[src/rtl/tlul_pkg.sv]
// Minimal TL-UL channel types shared by the arbiter and its bench.
package tlul_pkg;

    // Host-to-device: A channel request plus the host's D channel ready.
    typedef struct packed {
        logic        a_valid;
        logic [2:0]  a_opcode;
        logic [2:0]  a_param;
        logic [1:0]  a_size;
        logic [7:0]  a_source;
        logic [31:0] a_address;
        logic [3:0]  a_mask;
        logic [31:0] a_data;
        logic        d_ready;
    } tl_h2d_t;

    // Device-to-host: D channel response plus the device's A channel ready.
    typedef struct packed {
        logic        d_valid;
        logic [2:0]  d_opcode;
        logic [2:0]  d_param;
        logic [1:0]  d_size;
        logic [7:0]  d_source;
        logic        d_sink;
        logic [31:0] d_data;
        logic        d_error;
        logic        a_ready;
    } tl_d2h_t;

endpackage

[src/rtl/tlul_arb_nto1.sv]
// N-to-1 TL-UL arbiter. Merges NumHosts request channels onto one device
// port, remembers the issuing host of every in-flight request in a small
// index FIFO and steers in-order device responses back to that host.
// Optional per-host grant counters: define TLUL_ARB_NTO1_PERF_CNT_EN.
module tlul_arb_nto1 #(
    parameter int unsigned NumHosts       = 2,
    parameter int unsigned MaxOutstanding = 4,
    parameter int unsigned RoundRobin     = 1
) (
    input  logic              clk_i,
    input  logic              rst_ni,
    input  tlul_pkg::tl_h2d_t tl_h_i [NumHosts],
    output tlul_pkg::tl_d2h_t tl_h_o [NumHosts],
    output tlul_pkg::tl_h2d_t tl_d_o,
    input  tlul_pkg::tl_d2h_t tl_d_i
`ifdef TLUL_ARB_NTO1_PERF_CNT_EN
    ,
    output logic [NumHosts-1:0][15:0] grant_cnt_o
`endif
);

    localparam int unsigned IdxW = $clog2(NumHosts);
    localparam int unsigned PtrW = (MaxOutstanding > 1) ? $clog2(MaxOutstanding) : 1;
    localparam int unsigned CntW = $clog2(MaxOutstanding + 1);

    logic [NumHosts-1:0] req;
    logic [IdxW-1:0]     arb_idx;
    logic                arb_found;
    logic [IdxW:0]       rr_sum;
    logic [IdxW-1:0]     gnt_idx;
    logic                gnt_valid;

    logic [IdxW-1:0]     idx_mem_q [MaxOutstanding];
    logic [PtrW-1:0]     wr_ptr_q, wr_ptr_d;
    logic [PtrW-1:0]     rd_ptr_q, rd_ptr_d;
    logic [CntW-1:0]     cnt_q, cnt_d;
    logic                lock_q, lock_d;
    logic [IdxW-1:0]     lock_idx_q, lock_idx_d;
    logic [IdxW-1:0]     rr_ptr_q, rr_ptr_d;

    logic                full, empty;
    logic                dev_a_valid, dev_d_ready;
    logic                push, pop;
    logic [IdxW-1:0]     head_idx;

    // Gather the per-host request bits.
    for (genvar gi = 0; gi < NumHosts; gi++) begin : g_req
        assign req[gi] = tl_h_i[gi].a_valid;
    end

    // Pick the first requester, starting at the round-robin pointer or at host 0.
    always_comb begin
        arb_idx   = '0;
        arb_found = 1'b0;
        rr_sum    = '0;
        for (int i = 0; i < int'(NumHosts); i++) begin
            if (RoundRobin != 0) begin
                rr_sum = {1'b0, rr_ptr_q} + (IdxW+1)'(i);
                if (rr_sum >= (IdxW+1)'(NumHosts)) begin
                    rr_sum = rr_sum - (IdxW+1)'(NumHosts);
                end
            end else begin
                rr_sum = (IdxW+1)'(i);
            end
            if (!arb_found && req[rr_sum[IdxW-1:0]]) begin
                arb_found = 1'b1;
                arb_idx   = rr_sum[IdxW-1:0];
            end
        end
    end

    // A stalled request keeps its grant, so the A channel never switches mid-transfer.
    assign gnt_idx   = lock_q ? lock_idx_q : arb_idx;
    assign gnt_valid = req[gnt_idx];

    assign full     = (cnt_q == CntW'(MaxOutstanding));
    assign empty    = (cnt_q == '0);
    assign head_idx = idx_mem_q[rd_ptr_q];

    // Outputs are gated by rst_ni directly so they fall the instant reset asserts.
    assign dev_a_valid = rst_ni && gnt_valid && !full;
    assign dev_d_ready = rst_ni && !empty && tl_h_i[head_idx].d_ready;
    assign push        = dev_a_valid && tl_d_i.a_ready;
    assign pop         = tl_d_i.d_valid && dev_d_ready;

    // Forward the granted host's A channel to the device unchanged.
    always_comb begin
        tl_d_o         = tl_h_i[gnt_idx];
        tl_d_o.a_valid = dev_a_valid;
        tl_d_o.d_ready = dev_d_ready;
    end

    // Broadcast the response payload; valid/ready only reach the owning host.
    always_comb begin
        for (int h = 0; h < int'(NumHosts); h++) begin
            tl_h_o[h]         = tl_d_i;
            tl_h_o[h].a_ready = push && (gnt_idx == IdxW'(h));
            tl_h_o[h].d_valid = rst_ni && !empty && tl_d_i.d_valid && (head_idx == IdxW'(h));
        end
    end

    // Next-state for FIFO pointers, occupancy, grant lock and round-robin pointer.
    always_comb begin
        wr_ptr_d   = wr_ptr_q;
        rd_ptr_d   = rd_ptr_q;
        cnt_d      = cnt_q;
        lock_d     = lock_q;
        lock_idx_d = lock_idx_q;
        rr_ptr_d   = rr_ptr_q;
        if (push) begin
            wr_ptr_d = (wr_ptr_q == PtrW'(MaxOutstanding - 1)) ? '0 : wr_ptr_q + 1'b1;
        end
        if (pop) begin
            rd_ptr_d = (rd_ptr_q == PtrW'(MaxOutstanding - 1)) ? '0 : rd_ptr_q + 1'b1;
        end
        case ({push, pop})
            2'b10:   cnt_d = cnt_q + 1'b1;
            2'b01:   cnt_d = cnt_q - 1'b1;
            default: cnt_d = cnt_q;
        endcase
        if (push) begin
            lock_d = 1'b0;
        end else if (dev_a_valid) begin
            lock_d     = 1'b1;
            lock_idx_d = gnt_idx;
        end
        if (push && (RoundRobin != 0)) begin
            rr_ptr_d = (gnt_idx == IdxW'(NumHosts - 1)) ? '0 : gnt_idx + 1'b1;
        end
    end

    // Control state register.
    always_ff @(posedge clk_i or negedge rst_ni) begin
        if (!rst_ni) begin
            wr_ptr_q   <= '0;
            rd_ptr_q   <= '0;
            cnt_q      <= '0;
            lock_q     <= 1'b0;
            lock_idx_q <= '0;
            rr_ptr_q   <= '0;
        end else begin
            wr_ptr_q   <= wr_ptr_d;
            rd_ptr_q   <= rd_ptr_d;
            cnt_q      <= cnt_d;
            lock_q     <= lock_d;
            lock_idx_q <= lock_idx_d;
            rr_ptr_q   <= rr_ptr_d;
        end
    end

    // Index storage needs no reset: entries are only read while counted valid.
    always_ff @(posedge clk_i) begin
        if (push) begin
            idx_mem_q[wr_ptr_q] <= gnt_idx;
        end
    end

`ifdef TLUL_ARB_NTO1_PERF_CNT_EN
    for (genvar gi = 0; gi < NumHosts; gi++) begin : g_perf
        logic [15:0] grant_cnt_q;

        // Count accepted requests per host, sticking at the maximum.
        always_ff @(posedge clk_i or negedge rst_ni) begin
            if (!rst_ni) begin
                grant_cnt_q <= '0;
            end else if (push && (gnt_idx == IdxW'(gi)) && (grant_cnt_q != 16'hFFFF)) begin
                grant_cnt_q <= grant_cnt_q + 16'd1;
            end
        end

        assign grant_cnt_o[gi] = grant_cnt_q;
    end
`endif

endmodule

[config.mk]
export PLATFORM = sky130hd
export DESIGN_NAME = tlul_arb_nto1
export DESIGN_NICKNAME = d
export VERILOG_FILES = /design/src/rtl/tlul_pkg.sv /design/src/rtl/tlul_arb_nto1.sv
export SDC_FILE = /design/constraint.sdc
export NUM_CORES = 1
export LEC_CHECK = 0
export ABC_AREA = 1
export CAP_MARGIN = 20
export CORE_AREA = 2 2 160 162
export CTS_BUF_LIST = sky130_fd_sc_hd__clkbuf_16
export CTS_CLUSTER_DIAMETER = 50
export DETAILED_ROUTE_END_ITERATION = 10
export DIE_AREA = 0 0 162 164
export DONT_BUFFER_PORTS = 1
export GPL_ROUTABILITY_DRIVEN = 1
export GPL_TIMING_DRIVEN = 0
export PLACE_DENSITY = 0.36
export SLEW_MARGIN = 10
export SYNTH_ARGS = -nofsm -noshare
export SYNTH_HDL_FRONTEND = slang
export SYNTH_SLANG_ARGS = --single-unit
[constraint.sdc]
create_clock -name clk_i -period 2.2 [get_ports clk_i]
set_clock_uncertainty 0.2 [all_clocks]
set_input_delay 0.55 -clock clk_i [delete_from_list [all_inputs] [get_ports clk_i]]
set_output_delay 0.55 -clock clk_i [all_outputs]
set_load 0.01 [all_outputs]
==> impl_metrics.json <==
{
  "cts_tree": "built",
  "fin_util_pct": 15.4,
  "violations": "setup timing",
  "report.final.slew_viol_count": 0,
  "netlist-cell-type-count": 23,
  "tightestPinTransition_ns": 0.541,
  "routed_via_density": 3.47,
  "grt_pass1_wl_mm": 14.7,
  "r2r_slack_ns": -0.05,
  "critPathBufInv": 3,
  "ys_seq_elements": 14,
  "boundaryPins": 416,
  "ys.flop_type": "dfrtp_1",
  "nets": 740,
  "relSlewSlack_pct": 63.8,
  "clock_latency_ns": 0.24,
  "crit_family": "simple AND/OR/NAND/NOR gates",
  "power_density_mw_per_mm2": 1030,
  "grtUsageTotal_pct": 7.26,
  "worstSetupEndpointType": "output pin",
  "maxCapViolCount": 0,
  "grt_pass1_vias": 2515,
  "rsz0062_at_grt": "yes",
  "power.total_mw": 3.95,
  "ys_top_cells_by_count": "278 x nand2_1, 110 x buf_4, 23 x inv_1",
  "clk_path_buf_depth": 2,
  "finalWorstSetupSlack_ns": -0.122,
  "max_freq_mhz": 431,
  "ant_nets": 0,
  "ys_seq_area_share_pct": 13.8,
  "clkTransAtPathRegs_ns": 0.05,
  "setup_viol": 80,
  "placed_area_mm2": 0.00314,
  "wl_per_cell_um": 13.7,
  "critPathLaunchType": "flip-flop",
  "drc": 0,
  "dpl.cell_count": 810,
  "cts_sinks": 14,
  "final_area_mm2": 0.00383,
  "yosysMostFrequentCell": "nand2_1",
  "cpMostUsedCell": "nand2_2",
  "first_iter_violations": 99,
  "grt_overflow": 0,
  "die_w_um": 162,
  "power_leakage_nw": 2.00,
  "synth_nets": 713,
  "clockRootBuffer": "clkbuf_16",
  "syn_avg_cell_area_um2": 5.59,
  "syn_to_final_growth_pct": 42.8,
  "worst-endpoint-required_ns": 1.45,
  "rows": 58,
  "finalWirelength_mm": 11.4,
  "cts_made_buffers": 3,
  "seqCellArea_um2": 370,
  "antennaDiodeCount": 0,
  "initial_utilization_pct": 10.8,
  "synthCells": 480,
  "coreArea_mm2": 0.0248,
  "firstDrtPassIters": 4,
  "period_share_pct": 106,
  "path_class": "reg -> out",
  "io_buffer_count": 0,
  "vias": 2899,
  "path_cells": "nor2_2, o21ai_4, nand2_4, inv_8, buf_12, buf_8, nand2_2, nand2_2",
  "vdd_ir_drop_max_mv": 0.510,
  "hold_path_class": "in -> reg",
  "multi_input_comb_area_mm2": 0.00168,
  "die_h_um": 164,
  "layout-drive-gt1-share_pct": 49.6,
  "dieArea_mm2": 0.0266,
  "synth_edf_count": 4,
  "worst-path-max-fanout": 10,
  "outcome": "finished, violations left",
  "slowest_delay_ns": 0.41,
  "synthArstFlopShare_pct": 71.4,
  "n_fill_cell": 2917,
  "synth_largest_area_cell": "nand2_1",
  "ys_warn_count": 0,
  "grt_max_degree": 14,
  "netlist_top_cells_area": "nand2_1 39%, buf_4 31%, dfrtp_1 9.3%",
  "critPathArrivalTime_ns": 1.57,
  "fin_cells": 836,
  "routabilityCongestion": 0.853,
  "htree_levels": 1,
  "syn_area_mm2": 0.00268,
  "synth_top_area_share_pct": 38.9,
  "slowest_stage": "dfrtp_1",
  "antenna_found_initial": 0,
  "dpl.hpwl_mm": 9.40,
  "period_needed_ns": 2.32,
  "hold_violations": 0
}
==> per-layer routing <==
layer | part of all wire [%] | GRT usage, %
met5 | 0 | 0
met4 | 2.0 | 2.33
met3 | 6.5 | 0.657
met2 | 52 | 12.6
met1 | 39 | 9.48
==> kinds of logic after synthesis <==
logic type | Yosys count | share of synthesized area (%)
flip-flops | 14 | 13.8
adder cells (fa/ha/maj) | 7 | 3.54
buffers and inverters | 144 | 36.2
XOR/XNOR | 2 | 0.653
AO/OA/AOI/OAI | 6 | 1.26
AND/OR/NAND/NOR | 307 | 44.5
==> cell usage in the layout (no fill, tap or decap), drive strengths merged <==
cell and instances:
clkbuf 4, dfrtp 10, xor2 1, a21oi 2, buf 140, nor2 12, xnor2 1, nand3 11
ha 6, nand2 279, dlygate4sd3 1, fa 1, nor3 1, o21ai 4, nand4 4, inv 25
edfxtp 4
==> state kept, by name (all words and copies together), names as in the netlist <==
signal,count
idx_mem_q,4
wr_ptr_q,2
lock_idx_q,1
rd_ptr_q,2
cnt_q,3
rr_ptr_q,1
lock_q,1
==> layout make-up <==
type	instances	share of cell area (%)
inverters	24	2.68
flip-flops and latches	14	9.67
clock inverters	1	0.0980
plain buffers	120	25.7
multi-input cells	322	43.8
well taps	330	10.8
repair buffers	22	5.29
clock buffers	3	1.96
==> what timing repair did <==
item                                   CTS  global route
hold buffers                             1             0
setup endpoints to repair               90            90
cloned                                   1             0
endpoints found under the hold margin   10             0
buffers inserted                        17             3
gates resized for setup                123            24
pin swaps                               11            14
==> worst register-to-register path, cell delays in order (launching register included) <==
cell	delay (ns)
dfrtp_1	0.40
o21ai_4	0.16
buf_4	0.13
buf_6	0.09
nand3_4	0.10
nand3_4	0.14
ha_4	0.15
inv_4	0.04
fa_2	0.36
a21oi_2	0.12
o21ai_1	0.08
xor2_1	0.16
==> where the power goes <==
part	internal (mW)	switching [mW]
clock	0.240	0.107
combinational	1.20	1.95
sequential	0.373	0.0834
total	1.81	2.14
==> per-stage QoR <==
| stage | hold slack (ns) | setup WS (ns) | setup TNS [ns] |
|---|---|---|---|
| 2_1_floorplan | 0.0544 | 0.00154 | 0 |
| 3_3_place_gp | 0.0550 | -0.373 | -18.03 |
| 3_5_place_dp | 0.0549 | -0.388 | -19.24 |
| 4_1_cts | 0.254 | -0.154 | -8.54 |
| 5_1_grt | 0.268 | -0.186 | -10.96 |
| 6_report | 0.256 | -0.122 | -4.45 |
==> worst paths after layout <==
path / start / cells after the start / end
min reg2reg: lock_idx_q / 2 / lock_idx_q
min: tl_d_i[0] / 2 / wr_ptr_q[1]
max: lock_q / 8 / tl_d_o[12]
max reg2reg: rr_ptr_q / 11 / cnt_q[2]
min in group asynchronous: rst_ni / 1 / rd_ptr_q[1]
max in group asynchronous: rst_ni / 1 / rd_ptr_q[0]
Note: power is estimated with default switching activity, not from simulation.
